--- config.mk ---
export PLATFORM = sky130hd
export DESIGN_NAME = game_round_controller
export DESIGN_NICKNAME = d
export VERILOG_FILES = /design/src/rtl/game_round_controller_pkg.sv /design/src/rtl/game_round_controller_frame_timer.sv /design/src/rtl/game_round_controller.sv
export SDC_FILE = /design/constraint.sdc
export NUM_CORES = 1
export LEC_CHECK = 0
export CAP_MARGIN = 20
export CORE_MARGIN = 2
export CORE_UTILIZATION = 30
export DETAILED_ROUTE_END_ITERATION = 12
export PLACE_DENSITY = 0.64
export SLEW_MARGIN = 20
export SYNTH_ARGS = -nofsm -noshare
export SYNTH_HDL_FRONTEND = slang
export SYNTH_SLANG_ARGS = --single-unit
--- constraint.sdc ---
create_clock -name clk_in -period 3.18 [get_ports clk_in]
set_clock_uncertainty 0.2 [all_clocks]
set_input_delay 0.636 -clock clk_in [delete_from_list [all_inputs] [get_ports clk_in]]
set_output_delay 0.636 -clock clk_in [all_outputs]
set_load 0.05 [all_outputs]
--- src/rtl/game_round_controller_pkg.sv ---
// Shared game definitions: FSM states, IR remote codes, winner encodings.
package game_pkg;

  typedef enum logic [2:0] {
    ST_IDLE      = 3'd0,
    ST_COUNTDOWN = 3'd1,
    ST_FIGHT     = 3'd2,
    ST_HIT_PAUSE = 3'd3,
    ST_GAME_OVER = 3'd4
  } game_state_e;

  typedef enum logic [1:0] {
    WIN_NONE     = 2'd0,
    WIN_PLAYER   = 2'd1,
    WIN_OPPONENT = 2'd2,
    WIN_DRAW     = 2'd3
  } winner_e;

  localparam logic [31:0] IR_START_A = 32'h20DF_5BA4;
  localparam logic [31:0] IR_START_B = 32'h20DF_5AA5;
  localparam logic [31:0] IR_ABORT   = 32'h20DF_10EF;

  function automatic logic is_start_code(input logic valid, input logic [31:0] code);
    return valid && ((code == IR_START_A) || (code == IR_START_B));
  endfunction

  function automatic logic is_abort_code(input logic valid, input logic [31:0] code);
    return valid && (code == IR_ABORT);
  endfunction

  function automatic int unsigned max3(input int unsigned a, input int unsigned b,
                                       input int unsigned c);
    int unsigned m;
    m = (a > b) ? a : b;
    return (m > c) ? m : c;
  endfunction

endpackage

--- src/rtl/game_round_controller_frame_timer.sv ---
// Frame counter advanced by new-frame strobes, with synchronous clear and a
// terminal-count flag that fires on the strobe that lands on term_in.
module frame_timer #(
  parameter int unsigned CNT_W = 9
) (
  input  logic             clk_in,
  input  logic             rst_in,
  input  logic             clear_in,
  input  logic             tick_in,
  input  logic [CNT_W-1:0] term_in,
  output logic             tc_out
);

  logic [CNT_W-1:0] count_q, count_d;

  // Next count: clear wins over advance.
  always_comb begin
    count_d = count_q;
    if (clear_in) begin
      count_d = '0;
    end else if (tick_in) begin
      count_d = count_q + 1'b1;
    end
  end

  // Count register.
  always_ff @(posedge clk_in) begin
    if (rst_in) begin
      count_q <= '0;
    end else begin
      count_q <= count_d;
    end
  end

  assign tc_out = tick_in && (count_q == term_in);

endmodule

--- src/rtl/game_round_controller.sv ---
// Round controller for the saber game: start screen, 3-2-1 countdown, fight
// with health tracking, hit freeze, and a timed result screen.
module game_round_controller
  import game_pkg::*;
#(
  parameter int unsigned FRAMES_PER_SEC   = 60,
  parameter int unsigned HIT_PAUSE_FRAMES = 30,
  parameter int unsigned GAMEOVER_FRAMES  = 300,
  parameter int unsigned START_HEALTH     = 5
) (
  input  logic        clk_in,
  input  logic        rst_in,
  input  logic [31:0] ir_in,
  input  logic        ir_valid_in,
  input  logic        nf_in,
  input  logic        player_hit_in,
  input  logic        opponent_hit_in,
  output logic        display_start_out,
  output logic [2:0]  game_state_out,
  output logic [1:0]  countdown_out,
  output logic [2:0]  player_health_out,
  output logic [2:0]  opponent_health_out,
  output logic        freeze_out,
  output logic [1:0]  winner_out
);

  localparam int unsigned FRAME_MAX = max3(FRAMES_PER_SEC, HIT_PAUSE_FRAMES, GAMEOVER_FRAMES);
  localparam int unsigned CNT_W     = $clog2(FRAME_MAX + 1);

  localparam logic [CNT_W-1:0] CD_TERM = CNT_W'(FRAMES_PER_SEC - 1);
  localparam logic [CNT_W-1:0] HP_TERM = CNT_W'(HIT_PAUSE_FRAMES - 1);
  localparam logic [CNT_W-1:0] GO_TERM = CNT_W'(GAMEOVER_FRAMES - 1);
  localparam logic [2:0]       START_H = 3'(START_HEALTH);

  game_state_e state_q, state_d;
  winner_e     winner_q, winner_d;
  logic [1:0]  countdown_q, countdown_d;
  logic [2:0]  p_health_q, p_health_d;
  logic [2:0]  o_health_q, o_health_d;
  logic        display_q, display_d;
  logic        freeze_q, freeze_d;

  logic             timer_clear;
  logic             timer_tick;
  logic [CNT_W-1:0] timer_term;
  logic             timer_tc;

  logic       start_cmd;
  logic       abort_cmd;
  logic       any_hit;
  logic [2:0] p_dec;
  logic [2:0] o_dec;

  assign start_cmd = is_start_code(ir_valid_in, ir_in);
  assign abort_cmd = is_abort_code(ir_valid_in, ir_in);
  assign any_hit   = player_hit_in || opponent_hit_in;
  assign p_dec     = p_health_q - {2'b00, (player_hit_in && (p_health_q != 3'd0))};
  assign o_dec     = o_health_q - {2'b00, (opponent_hit_in && (o_health_q != 3'd0))};

  frame_timer #(
    .CNT_W (CNT_W)
  ) u_frame_timer (
    .clk_in   (clk_in),
    .rst_in   (rst_in),
    .clear_in (timer_clear),
    .tick_in  (timer_tick),
    .term_in  (timer_term),
    .tc_out   (timer_tc)
  );

  // Next-state, game data and registered-output decode.
  always_comb begin
    state_d     = state_q;
    winner_d    = winner_q;
    countdown_d = countdown_q;
    p_health_d  = p_health_q;
    o_health_d  = o_health_q;
    timer_clear = 1'b0;
    timer_tick  = 1'b0;
    timer_term  = CD_TERM;

    case (state_q)
      ST_IDLE: begin
        if (start_cmd) begin
          state_d     = ST_COUNTDOWN;
          p_health_d  = START_H;
          o_health_d  = START_H;
          countdown_d = 2'd3;
          winner_d    = WIN_NONE;
        end
      end
      ST_COUNTDOWN: begin
        timer_term = CD_TERM;
        timer_tick = nf_in;
        if (abort_cmd) begin
          state_d = ST_IDLE;
        end else if (timer_tc) begin
          timer_clear = 1'b1;
          if (countdown_q == 2'd1) begin
            state_d = ST_FIGHT;
          end else begin
            countdown_d = countdown_q - 2'd1;
          end
        end
      end
      ST_FIGHT: begin
        if (abort_cmd) begin
          state_d = ST_IDLE;
        end else if (any_hit) begin
          p_health_d = p_dec;
          o_health_d = o_dec;
          if ((p_dec == 3'd0) || (o_dec == 3'd0)) begin
            state_d = ST_GAME_OVER;
            if ((p_dec == 3'd0) && (o_dec == 3'd0)) begin
              winner_d = WIN_DRAW;
            end else if (p_dec == 3'd0) begin
              winner_d = WIN_OPPONENT;
            end else begin
              winner_d = WIN_PLAYER;
            end
          end else begin
            state_d = ST_HIT_PAUSE;
          end
        end
      end
      ST_HIT_PAUSE: begin
        timer_term = HP_TERM;
        timer_tick = nf_in;
        if (abort_cmd) begin
          state_d = ST_IDLE;
        end else if (timer_tc) begin
          state_d = ST_FIGHT;
        end
      end
      ST_GAME_OVER: begin
        timer_term = GO_TERM;
        timer_tick = nf_in;
        if (abort_cmd || start_cmd || timer_tc) begin
          state_d = ST_IDLE;
        end
      end
      default: begin
        state_d = ST_IDLE;
      end
    endcase

    // Every state entry restarts the frame count so it never wraps in-state.
    if (state_d != state_q) begin
      timer_clear = 1'b1;
    end
    if (state_d != ST_COUNTDOWN) begin
      countdown_d = '0;
    end

    display_d = (state_d == ST_IDLE);
    freeze_d  = (state_d == ST_HIT_PAUSE) || (state_d == ST_GAME_OVER);
  end

  // State and output registers.
  always_ff @(posedge clk_in) begin
    if (rst_in) begin
      state_q     <= ST_IDLE;
      winner_q    <= WIN_NONE;
      countdown_q <= '0;
      p_health_q  <= START_H;
      o_health_q  <= START_H;
      display_q   <= 1'b1;
      freeze_q    <= 1'b0;
    end else begin
      state_q     <= state_d;
      winner_q    <= winner_d;
      countdown_q <= countdown_d;
      p_health_q  <= p_health_d;
      o_health_q  <= o_health_d;
      display_q   <= display_d;
      freeze_q    <= freeze_d;
    end
  end

  assign display_start_out   = display_q;
  assign game_state_out      = state_q;
  assign countdown_out       = countdown_q;
  assign player_health_out   = p_health_q;
  assign opponent_health_out = o_health_q;
  assign freeze_out          = freeze_q;
  assign winner_out          = winner_q;

endmodule

Word level (Yosys, flattened, before mapping)
Index checks and enable logic that the tools add are counted.
- logic and storage cells: 94
- bits in registers: 24
- equality and inequality tests: 20
- reductions and logical operators: 26
- add/subtract/negate cells: 4
- mux-type cells: 36
- operator list (operator ; number):
    $eq 32x30->1 const B ; 3
    $mux 3 ; 15
    $mux 2 ; 10
    $pmux 9 s2 ; 1
    $pmux 3 s5 ; 1
    $ne 2x2->1 const B ; 7
    $logic_not 3->1 ; 4
    $pmux 3 s2 ; 2
    $reduce_and 5->1 ; 2
    $add 9x1->9 const B ; 1
    $eq 3x2->1 const B ; 3
    $eq 9x9->1 ; 1
    $pmux 2 s2 ; 2
    $eq 3x3->1 const B ; 2
    $logic_and 1x1->1 ; 6
    $logic_or 1x1->1 ; 6
    $reduce_bool 3->1 ; 2
    $sub 3x1->3 ; 2
    $mux 1 ; 5
    $reduce_and 4->1 ; 1
    $reduce_bool 2->1 ; 2
    $reduce_or 2->1 ; 2
    $eq 3x1->1 const B ; 1
    $ne 3x1->1 const B ; 1
    4 further kinds ; 4

Depth between registers and ports, before layout
- depth after elaboration: 12
- mapped depth: 10

Cells and area by module
Synthesis repeated with hierarchy kept, for this count alone.
- cells, all modules: 190
- area, all modules: 1571.5 sq um
- by module, submodules not included (module ; times used ; area an instance (sq um) ; cells an instance ; sequential area each (sq um)):
    game_round_controller ; 1 ; 1056.0 ; 132 ; 300.3
    frame_timer ; 1 ; 515.5 ; 58 ; 180.2

Least setup slack after synthesis
No wires, ideal clock.
- kind: register to register
- from: reg state_q[1], in the netlist game_state_out[1]
- to: reg u_frame_timer.count_q[1]
- stages on the path, launching flop included: 9
- setup slack: 0.218 ns
- period minus slack after synthesis: 2.962 ns
- data arrival time: 2.617 ns
- buffers on the path: 1
- library setup time: 0.145 ns
- path through: dfxtp_1 -> buf_2 -> nor3b_1 -> or4b_4 -> a21oi_1 -> a31oi_1 -> o21bai_1 -> mux2i_1 -> nor4_1
- word-level cells in the longest chain between the ends: 10
- elaborated cells on any way between the ends: 27
- classes of those cells: eq/ne (6); mux (16); reduce/logical (5)
- RTL lines (item ; RTL line ; source):
    start: declaration ; game_round_controller.sv:35 ; game_state_e state_q, state_d;
    start signal: assignment ; game_round_controller.sv:170 ; state_q <= state_d;
    $eq 3x3->1 (tied with other cells) ; game_round_controller.sv:82 ; case (state_q)
    $pmux 9 s2 / $reduce_or 3->1 (equally long branches) ; n/a ;
    $eq 9x9->1 / $mux 1 (equally long branches) ; game_round_controller_frame_timer.sv:35, game_round_controller.sv:82 ;
    $logic_and 1x1->1 ; game_round_controller_frame_timer.sv:35 ; assign tc_out = tick_in && (count_q == term_in);
    $mux 3 (tied with other cells) ; game_round_controller.sv:131 ; end else if (timer_tc) begin
    $mux 3, on equally long branches ; game_round_controller.sv:129, game_round_controller.sv:95, game_round_controller.sv:138 ;
    $pmux 3 s5 ; game_round_controller.sv:82 ;
    $ne 3x3->1 ; game_round_controller.sv:148 ; if (state_d != state_q) begin
    $mux 1 ; game_round_controller.sv:148 ;
    $reduce_or 2->1 (no source line) ; n/a ;
    end signal: assignment ; game_round_controller_frame_timer.sv:31 ; count_q <= count_d;
    end: declaration ; game_round_controller_frame_timer.sv:14 ; logic [CNT_W-1:0] count_q, count_d;
Several ways; a longest one is shown, not always the timed one.
A chain may end at the register's enable or synchronous reset.

Worst setup path in the final report
- from: in ir_valid_in
- to: reg p_health_q[2], in the netlist player_health_out[2]
- word-level cells in the longest chain between the ends: 3
- elaborated cells on any way between the ends: 5
- classes of those cells: eq/ne (2); reduce/logical (3)
- RTL lines (item ; RTL line ; source):
    start: declaration ; game_round_controller.sv:14 ; input logic ir_valid_in,
    $logic_and 1x1->1, on equally long branches ; game_round_controller_pkg.sv:28, game_round_controller_pkg.sv:24 ;
    $ne 2x2->1 (no source line) ; n/a ;
    $reduce_and 4->1 (no source line) (*) ; n/a ;
    end signal: assignment ; game_round_controller.sv:173 ; p_health_q <= p_health_d;
    end: declaration ; game_round_controller.sv:38 ; logic [2:0] p_health_q, p_health_d;
Mark *: on every way between the ends. The rest lies on a longest branch, timed or not.

==> results.json <==
{
  "status": "finished clean",
  "path_max_fanout": 10,
  "wl_met3_um": 163,
  "avgSynthCellArea_um2": 8.488,
  "hold_class": "flop to flop",
  "r2r-end": "u_frame_timer.count_q[4]",
  "rsz0062_at_grt": "no",
  "finalCriticalPeriod_ns": 3.031,
  "die_h_um": 77.32,
  "h-tree-depth": 1,
  "cts_max_path_buffers": 2,
  "swShare_pct": 18.93,
  "clk_latency_ns": 0.27,
  "p_int_mw": 0.5203,
  "fin_crit_sh_pct": 95.32,
  "cts_root_buffer": "clkbuf_8",
  "p_switching_mw": 0.1215,
  "path_clk_slew_ns": 0.08,
  "worst_slew_pin_slew_ns": 0.7485,
  "post_cts_buffers": 0,
  "power_frac_comb_pct": 11.2,
  "crit_path_start_kind": "primary input",
  "final_common_cell": "clkdlybuf4s50_1",
  "crit_path_end_kind": "flop",
  "maxCapViolations": 0,
  "hpwlAfterDp_um": 3283,
  "synth_edf_count": 0,
  "finalSetupViolCount": 0,
  "highest_layer": "met4",
  "share_seq_of_total_power_pct": 46.8,
  "hold_depth": 2,
  "routedWlPerCell_um": 13.10,
  "drv_slew": 0,
  "antenna_found_initial": 0,
  "layout-area-overhead-vs-synth_pct": 60.43,
  "antenna_cells": 0,
  "critical_path_arrival_ns": 2.99,
  "p_total_mw": 0.6418,
  "yosysWarningCount": 0,
  "nets": 304,
  "crit-reg2reg-launch": "game_state_out[2]",
  "hold_viol_final": 0,
  "core_area_um2": 5140,
  "cts.sinks": 24,
  "dieArea_um2": 5978,
  "grt_overflow_total": 0,
  "synth_fp_nets": 234,
  "holdPathEnd": "winner_out[0]",
  "cts_tree": "done",
  "leakage_nw": 0.9816,
  "dp_slack_ns": -0.2488,
  "start_util_pct": 31.38,
  "fmax_mhz": 329.9,
  "rr_worst_depth": 8,
  "routed_wl_um": 4309,
  "ys_seq_area_share_pct": 29.79,
  "pwr-share-clk_pct": 42.0,
  "grt_usage_pct": 14.36,
  "ys_ff_latch": 24,
  "relSlewSlack_pct": 49.80,
  "drc": 0,
  "synth_cell_type_count": 52,
  "cts_made_buffers": 3,
  "grt_pass1_vias": 1602,
  "grt_max_degree": 16,
  "synthFlopType": "dfxtp_1",
  "vdd_drop_max_v": 0.0002165,
  "via_per_inst": 5.125,
  "design_area_um2": 2587,
  "power_density_nw_per_um2": 248.0,
  "gp_congestion": 0.8450,
  "drive_above_1_share_pct": 20.46,
  "worst_slack_ns": 0.1488,
  "drt_first_pass_iters": 4,
  "hold_ws_ns": 0.2526,
  "synth_async_sr_flop_share_pct": 0,
  "synth_area_um2": 1613,
  "postPlaceCellArea_um2": 2349,
  "wl_met1_um": 1949,
  "drtIter0Drc": 58,
  "die_w_um": 77.32,
  "io_buffers": 52,
  "grt_pass1_wl_um": 7203,
  "ioPinCount": 53,
  "path_class": "primary input to flop",
  "cp.required_ns": 3.14,
  "vias": 1686,
  "rows": 26,
  "r2r_setup_slack_ns": 0.37,
  "layout_common_cells": "50 x clkdlybuf4s50_1, 24 x dfxtp_1, 19 x buf_4",
  "fill_cells": 524,
  "synthCells": 190,
  "hold_start": "winner_out[0]",
  "route.met2.wl_um": 2132,
  "antenna_left": 0
}
[synth_stat cells, types with 2 or more instances]
library cell	instances	area share, %
o21ai_0	3	0.93
and3_1	6	2.3
dfxtp_1	24	30
xnor2_1	8	4.3
nor3b_1	2	0.93
mux2i_1	5	3.1
clkbuf_1	5	1.2
nor4_1	9	3.5
or4_1	3	1.4
a211oi_1	2	0.93
nor3_2	2	1.2
nor2b_1	4	1.6
o31a_1	2	1.1
and2_1	3	1.2
a31oi_1	2	0.78
nand4_1	5	1.9
nand4b_1	2	1.1
nor2_1	14	3.3
a32oi_1	2	1.1
o21bai_1	5	2.3
nand2_1	7	1.6
a21o_1	3	1.4
nand3_1	4	1.2
nor3_1	7	2.2
xor2_1	4	2.2
a21oi_1	9	2.8
o211ai_1	2	0.93
and3b_1	3	1.6
nand2b_1	3	1.2
or3_1	3	1.2
inv_1	9	2.1
and4_1	3	1.6
ha_1	6	4.7
[critical path, stage by stage]
cell             delay [ns]
clkdlybuf4s50_1        0.44
or4bb_1                0.52
nor4_4                 0.20
nand3_1                0.12
or4_1                  0.49
o31ai_2                0.23
and4_1                 0.29
o21bai_1               0.06
[logic make-up after synthesis]
group                      after synthesis  share of synthesized area [%]
xor gates and xnor gates                12                          6.517
muxes                                    5                          3.103
buffers and inverters                   17                          4.267
AOI/OAI and AO/OA                       36                          16.21
adders and majority gates                6                          4.655
and+or+nand+nor                         90                          35.45
DFF                                     24                          29.79
[power groups by stage]
stage                     combinational (mW)  clock [mW]  sequential [mW]
final                                 0.0718       0.270            0.300
after detailed placement              0.0680           0            0.307
after global placement                0.0674           0            0.307
after floorplan                       0.0141           0            0.307
after global routing                  0.0779       0.290            0.300
after CTS                             0.0681       0.279            0.300
[worst max-delay path by stage]
stage / depth (start not counted) / to / slack [ns] / start
after floorplan: 8 / u_frame_timer.count_q[1] / 0.22 / game_state_out[1]
after detailed placement: 12 / winner_out[0] / -0.25 / player_hit_in
after CTS: 12 / winner_out[0] / 0.02 / player_hit_in
after global placement: 12 / u_frame_timer.count_q[1] / -0.23 / opponent_hit_in
after global routing: 9 / u_frame_timer.count_q[2] / 0.005 / ir_valid_in
final: 8 / player_health_out[2] / 0.15 / ir_valid_in
[state kept, by name (all words and copies together) (netlist names)]
signal,flops
countdown_out,2
display_start_out,1
freeze_out,1
game_state_out,3
opponent_health_out,3
player_health_out,3
u_frame_timer.count_q,9
winner_out,2
[metal layers]
metal	track usage, %	up-vias
met5	0	-
met4	5.179	0
met3	2.471	6
met2	23.74	40
met1	18.72	784
li1	-	856
[layout make-up]
type,instances,area (um2),share of cell area [%]
clock buffers,3,41.29,1.596
clock inverters,1,30.03,1.161
inverters,9,33.78,1.306
multi-input cells,149,1221,47.20
flip-flops and latches,24,480.5,18.57
well taps,70,87.58,3.385
repair buffers,73,693.2,26.79
[metrics by stage]
stage               cells  setup TNS, ns  util (%)
finish                329              0     50.34
global route          329              0     50.34
CTS                   328              0     47.08
detailed placement    324         -3.437     45.69
global placement      324         -3.104     45.69
floorplan             190              0         -
[timing repair]
| action | 4_1_cts | 5_1_grt |
|---|---|---|
| setup endpoints to repair | 0 | 18 |
| resized for setup | 0 | 30 |
| hold buffers | 0 | 0 |
Power figures use the tool's default switching activity.
